--- src/rtl/sdram_cmd_initiator.sv ---
// sdram_cmd_initiator: runs the SDRAM config/init command sequence, then issues READA/WRITEA
// for user requests, holding each command until CMD_ACK or a bounded timeout.
module sdram_cmd_initiator #(
  parameter int               ASIZE          = 23,
  parameter logic [ASIZE-1:0] CFG_REG1       = 23'h000D25,
  parameter logic [ASIZE-1:0] CFG_REG2       = 23'h000600,
  parameter logic [ASIZE-1:0] MODE_WORD      = 23'h000023,
  parameter int               POWERUP_CYCLES = 100,
  parameter int               GAP_CYCLES     = 2,
  parameter int               ACK_TIMEOUT    = 255
) (
  input  logic             CLK,
  input  logic             RESET,
  input  logic             USR_VALID,
  input  logic             USR_WRITE,
  input  logic [ASIZE-1:0] USR_ADDR,
  output logic             USR_READY,
  output logic             USR_DONE,
  output logic [2:0]       CMD,
  output logic [ASIZE-1:0] ADDR,
  input  logic             CMD_ACK,
  output logic             INIT_DONE,
  output logic             TIMEOUT_ERR,
  output logic             BUSY
);
  localparam int MAXC = (POWERUP_CYCLES > ACK_TIMEOUT) ?
                        ((POWERUP_CYCLES > GAP_CYCLES) ? POWERUP_CYCLES : GAP_CYCLES) :
                        ((ACK_TIMEOUT > GAP_CYCLES) ? ACK_TIMEOUT : GAP_CYCLES);
  localparam int CW = $clog2(MAXC + 1);
  typedef enum logic [2:0] {S_PWRUP, S_ISSUE, S_GAP, S_IDLE, S_ERR} state_t;
  state_t           state_q, state_d;
  logic [CW-1:0]    cnt_q, cnt_d;
  logic [2:0]       step_q, step_d, cmd_q, cmd_d, init_cmd;
  logic [ASIZE-1:0] addr_q, addr_d, init_addr;
  logic             user_q, user_d, ready_q, ready_d, done_q, done_d;
  logic             init_q, init_d, terr_q, terr_d, busy_q;
  // init step table: REG1, REG2, PRECHARGE, REFRESH, REFRESH, MODE
  assign init_cmd  = step_q == 3'd0 ? 3'b110 : step_q == 3'd1 ? 3'b111 :
                     step_q == 3'd2 ? 3'b100 : step_q == 3'd5 ? 3'b101 : 3'b011;
  assign init_addr = step_q == 3'd0 ? CFG_REG1 : step_q == 3'd1 ? CFG_REG2 :
                     step_q == 3'd5 ? MODE_WORD : '0;
  always_comb begin
    state_d = state_q;
    cnt_d   = cnt_q;
    step_d  = step_q;
    cmd_d   = cmd_q;
    addr_d  = addr_q;
    user_d  = user_q;
    ready_d = ready_q;
    done_d  = 1'b0;
    init_d  = init_q;
    terr_d  = terr_q;
    case (state_q)
      S_PWRUP: begin
        cnt_d = cnt_q + CW'(1);
        if (cnt_q == CW'(POWERUP_CYCLES - 1)) begin
          state_d = S_ISSUE;
          cnt_d   = '0;
          cmd_d   = init_cmd;
          addr_d  = init_addr;
          user_d  = 1'b0;
        end
      end
      S_ISSUE: begin
        cnt_d = cnt_q + CW'(1);
        if (CMD_ACK) begin
          state_d = S_GAP;
          cnt_d   = '0;
          cmd_d   = 3'b000;
          done_d  = user_q;
          step_d  = user_q ? step_q : step_q + 3'd1;
        end else if (cnt_q == CW'(ACK_TIMEOUT - 1)) begin
          state_d = S_ERR;
          cmd_d   = 3'b000;
          terr_d  = 1'b1;
        end
      end
      S_GAP: begin
        cnt_d = cnt_q + CW'(1);
        if (cnt_q == CW'(GAP_CYCLES - 1)) begin
          cnt_d = '0;
          if (step_q < 3'd6) begin
            state_d = S_ISSUE;
            cmd_d   = init_cmd;
            addr_d  = init_addr;
            user_d  = 1'b0;
          end else begin
            state_d = S_IDLE;
            ready_d = 1'b1;
            init_d  = 1'b1;
          end
        end
      end
      S_IDLE: begin
        if (USR_VALID && ready_q) begin
          state_d = S_ISSUE;
          cnt_d   = '0;
          ready_d = 1'b0;
          cmd_d   = USR_WRITE ? 3'b010 : 3'b001;
          addr_d  = USR_ADDR;
          user_d  = 1'b1;
        end
      end
      default: begin
        cmd_d   = 3'b000;
        ready_d = 1'b0;
      end
    endcase
  end
  always_ff @(posedge CLK) begin
    if (RESET) begin
      state_q <= S_PWRUP;
      cnt_q   <= '0;
      step_q  <= '0;
      cmd_q   <= '0;
      addr_q  <= '0;
      user_q  <= 1'b0;
      ready_q <= 1'b0;
      done_q  <= 1'b0;
      init_q  <= 1'b0;
      terr_q  <= 1'b0;
      busy_q  <= 1'b0;
    end else begin
      state_q <= state_d;
      cnt_q   <= cnt_d;
      step_q  <= step_d;
      cmd_q   <= cmd_d;
      addr_q  <= addr_d;
      user_q  <= user_d;
      ready_q <= ready_d;
      done_q  <= done_d;
      init_q  <= init_d;
      terr_q  <= terr_d;
      busy_q  <= cmd_d != 3'b000;
    end
  end
  assign USR_READY   = ready_q;
  assign USR_DONE    = done_q;
  assign CMD         = cmd_q;
  assign ADDR        = addr_q;
  assign INIT_DONE   = init_q;
  assign TIMEOUT_ERR = terr_q;
  assign BUSY        = busy_q;
endmodule

--- config.mk ---
export PLATFORM = sky130hd
export DESIGN_NAME = sdram_cmd_initiator
export DESIGN_NICKNAME = d
export VERILOG_FILES = /design/src/rtl/sdram_cmd_initiator.sv
export SDC_FILE = /design/constraint.sdc
export NUM_CORES = 1
export LEC_CHECK = 0
export ABC_AREA = 1
export BUFFER_PORTS_ARGS = -buffer_cell sky130_fd_sc_hd__clkbuf_2
export CORE_MARGIN = 2
export CORE_UTILIZATION = 40
export DETAILED_ROUTE_END_ITERATION = 6
export HOLD_SLACK_MARGIN = 0.08
export PLACE_DENSITY_LB_ADDON = 0.1
export SLEW_MARGIN = 20
export SYNTH_ARGS = -nofsm -noshare
export SYNTH_HDL_FRONTEND = slang
export SYNTH_SLANG_ARGS = --single-unit
export TNS_END_PERCENT = 20
--- constraint.sdc ---
create_clock -name CLK -period 1.9 [get_ports CLK]
set_input_delay 0.285 -clock CLK [delete_from_list [all_inputs] [get_ports CLK]]
set_output_delay 0.285 -clock CLK [all_outputs]
set_load 0.1 [all_outputs]
# == Word level (Yosys, flattened, before mapping) ==
# Cells that the tools add are included.
# totals
reg_bits,46
in_bits,28
out_inout_bits,31
elab_cells,90
# classes
add_sub_neg,2
n_lt_le_gt_ge,1
n_eq_ne,15
n_mux,41
bitwise,5
n_reduce_logical,15
# ops
cell,count
$mux 23,4
$pmux 23 s3,1
$mux 3,15
$mux 8,4
$pmux 8 s4,1
$pmux 3 s4,2
$mux 12,1
$mux 11,1
$ne 2x2->1 const B,5
$reduce_and 5->1,2
$eq 3x2->1 const B,3
$reduce_and 3->1,3
$add 8x1->8 const B,1
$eq 8x1->1 const B,1
$eq 8x7->1 const B,1
$eq 8x8->1 const B,1
$mux 1,7
$eq 3x1->1 const B,2
$logic_not 3->1,2
$mux 6,1
$pmux 1 s3,2
$reduce_bool 3->1,2
$not 1->1,5
$mux 2,2
10 further kinds,10

# == Longest topological paths before layout ==
# logic_depth
depth_word,9
ltp_mapped,12
mapped_depth_nobuf,11

# == Least setup slack after synthesis ==
# No wires, ideal clock.
# synth_timing
path_kind,reg2reg
from,register ready_q (netlist: USR_READY)
to,register addr_q[16] (netlist: ADDR[16])
arrival_time_ps,1988
t_required_ps,1838
path_slack_ps,-150
path_stages_with_launch,10
cell_sequence,dfxtp_1 nand2_1 nand2_1 inv_2 nor2_4 nand2_4 nor2_8 buf_12 nand3_2 nand2_1
# synth_between
elab_chain_len,3
# synth_lines
element,line_no,rtl
"start, declared",35,"logic user_q, user_d, ready_q, ready_d, done_q, done_d;"
"start signal, assigned",130,ready_q <= ready_d;
$logic_and 1x1->1,95,if (USR_VALID && ready_q) begin
$ne 2x2->1 (no line),-,
$reduce_and 5->1 (no line),-,
"end signal, assigned",128,addr_q <= addr_d;
"end, declared",34,"logic [ASIZE-1:0] addr_q, addr_d, init_addr;"
# No other way between the ends.
# A chain may end at the register's enable or synchronous reset.

# == Final worst setup path ==
# layout_timing
from,register cnt_q[1]
to,register addr_q[2] (netlist: ADDR[2])
# layout_between
elab_chain_len,3
word_cells_on_any_way,5
cone_classes,4 x eq/ne; 1 x reduce/logical
# layout_lines
element,line_no,rtl
"start, declared",32,"logic [CW-1:0] cnt_q, cnt_d;"
"start signal, assigned",125,cnt_q <= cnt_d;
$eq 8x1->1 / $eq 8x7->1 (equally long branches),"80, 56",
$ne 2x2->1 (no line),-,
$reduce_and 5->1 (no line) (*),-,
# Every way passes the cells marked *; elsewhere a longest branch is shown, timed or not.

==> run summary <==
Status = completed
PostCTS Resize Cnt = 0
Critical path's slowest cell = dfxtp_1
Async SR Flop Fraction = 0
H-tree depth = 2
Sw Ratio = 0.250
First-pass GRT wire length = 9.54 mm
CP required = 2.14 ns
HP Class = primary input to flip-flop
Peak VDD IR = 0.346 mV
Synthesized Nets = 393
Die width = 82.3 um
Peak per-stage delay on the critical path = 0.41 ns
WL final = 5.96 mm
# fillers = 623
Area contributors post-synth = dfxtp_1 (38%), nand2_1 (17%), nand3_1 (8.8%)
Synthesis-to-layout area growth = 18.6%
CTS Root Cell = clkbuf_8
PD cells = 582 nW/um^2
Slew @ Worst Pin = 0.548 ns
Cells along the critical path = inv_1 > ha_1 > nand2_1 > nor2_2 > nor2_2 > nor2_4 > nand2_4 > buf_4 > nand2_1 > a21oi_1
Vias post-DR = 2415
Clock share of power = 0.365
Fmax = 578 MHz
Clk pin slew, worst setup/hold paths = 0.09 ns
Hold Crit Depth = 3
Synth cell count leaders = nand2_1 (112), dfxtp_1 (46), nand3_1 (43)
Placed instance area = 2820 um^2
Aggregate global routing overflow = 0
Sw Pwr = 423 uW
DIE HEIGHT = 82.3 um
Initial DRT Pass Iterations = 4
Postcts setup bufs = 0
Pins Over Slew Limit = 0
Kind of critical path = flip-flop to flip-flop
Ant. Diodes = 0
Synth cell types = 32
Core ar. = 5920 um^2
MaxCap Viol Count = 0
Final worst path period share = 0.911
I/O Buffers = 58
Internal = 1.27 mW
ANT nets after route = 0
Setup tns final = 0 ns
1st-iter DRT viols = 127
Cell taking the most area after synthesis = dfxtp_1
Syn Inst Count = 358
Ys Warns = 0
Share of cells above drive strength 1 = 0.257
Worst-path fanout max = 18
CP endpoint kind = flip-flop
Hold Fails Final Rpt = 0
DR vias/cell = 4.88
Initial core utilization = 0.414
Syn Std Cell Area = 2450 um^2
Largest net degree at the start of global routing = 40
Final net count = 454
GPL Wtd Cong = 0.907
Flop pwr share = 0.577
Clk Latency, worst-skew pair = 0.30 ns
# hold bufs at CTS = 0
Row count = 28
DRC = 0
Total track usage = 0.184
Antenna violations before repair = 0
Synth Flop Type = dfxtp_1
Worst R2R Path Depth = 10
Vias in the first global route = 2058
CTS tree = built
Count leader, synth = nand2_1
Combinational share of power = 0.058
Number of synthesized flops with an enable pin = 0
Layout Utilization = 0.491
Wirelength per Cell = 12.0 um
Sequential fraction of the synthesis area = 0.376
Avg Inst Size Synth = 6.85 um^2
Worst Skew = 0.00542 ns
Final instance area = 2910 um^2
Detailed placement HPWL = 4.46 mm
Setup violations, final = 0
Final min period = 1.73 ns
CTS max path bufs = 2
CTS buffer count = 5
Max_slew headroom = 0.636
Top-area cell type share of the netlist area = 0.376
Synth Register Bits = 46
Crit path DAT = 1.97 ns
I/O pin total = 59
Clock sink total = 46
RSZ-0062 raised after global routing = false
Static Leak = 1.44 nW
Die Area = 6770 um^2
CP Launch Type = flip-flop
## layout by cell type, fill, tap and decap left out, drive strengths merged, types with 2 or more instances in the layout
master    n
nand2   117
clkbuf   64
nand3    53
dfxtp    46
nor2     41
inv      36
a21oi    17
o21ai    13
ha        7
buf       6
nor3      4
nand4     3
clkinv    3
xor2      2
## worst max-delay path, delay by kind of cell (launching register included)
| kind | cells | cell delay (ns) |
|---|---|---|
| AND/OR/NAND/NOR | 6 | 0.60 |
| flip-flops | 1 | 0.41 |
| buffers and inverters | 2 | 0.31 |
| adder cells (fa/ha/maj) | 1 | 0.20 |
| AO/OA/AOI/OAI | 1 | 0.14 |
## logic make-up after synthesis
kind of cell	synth area share
AOI/OAI and AO/OA	0.0704
xor gates and xnor gates	0.00715
adders and majority gates	0.0357
buffers and inverters	0.0837
DFF	0.376
and+or+nand+nor	0.427
## metal layers
layer	wire, um	vias up	global-route usage	share of wire
li1	-	1265	-	-
met1	2940	1076	0.253	0.49
met2	2640	68	0.295	0.44
met3	324	6	0.0370	0.054
met4	57	0	0.0450	0.0096
met5	0	-	0	0
## sequential cells by signal (all words and copies together), names as in the netlist
signal	flops
state_q	3
user_q	1
step_q	3
INIT_DONE	1
CMD	3
ADDR	23
TIMEOUT_ERR	1
BUSY	1
USR_DONE	1
USR_READY	1
cnt_q	8
## stage by stage
| step | power [mW] | std cells | hold WS [ns] | worst slack, ns |
|---|---|---|---|---|
| after global placement | 1.10 | 487 | 0.442 | 0.210 |
| final | 1.69 | 495 | 0.193 | 0.170 |
| after floorplan | 1.05 | 358 | 0.362 | 0.215 |
| after CTS | 1.70 | 495 | 0.192 | 0.152 |
| after detailed placement | 1.10 | 487 | 0.440 | 0.182 |
| after global routing | 1.76 | 495 | 0.203 | 0.00999 |
## final timing paths
path / start / endpoint / slack [ns]
hold / removal: USR_ADDR[7] / ADDR[7] / 0.19
setup / recovery: cnt_q[1] / ADDR[2] / 0.17
setup reg to reg: cnt_q[1] / ADDR[2] / 0.17
hold reg to reg: INIT_DONE / INIT_DONE / 0.45
## power groups by stage
stage                     Sequential (mW)  Combinational [mW]  Clock (mW)
after CTS                           0.976              0.0991       0.622
final                               0.976              0.0984       0.618
after detailed placement            0.998              0.0984           0
after floorplan                     0.997              0.0547           0
after global placement              0.998              0.0976           0
after global routing                0.977               0.112       0.667
## layout make-up
| class | count | area [um^2] | area share |
|---|---|---|---|
| multi-input combinational | 265 | 1330 | 0.457 |
| sequential | 46 | 923 | 0.318 |
| timing repair buffer | 64 | 335 | 0.115 |
| inverter | 37 | 139 | 0.0478 |
| tap | 75 | 93.8 | 0.0323 |
| clock buffer | 6 | 72.6 | 0.0250 |
| clock inverter | 2 | 13.8 | 0.00473 |
No activity file was read; power rests on OpenSTA's default activity.
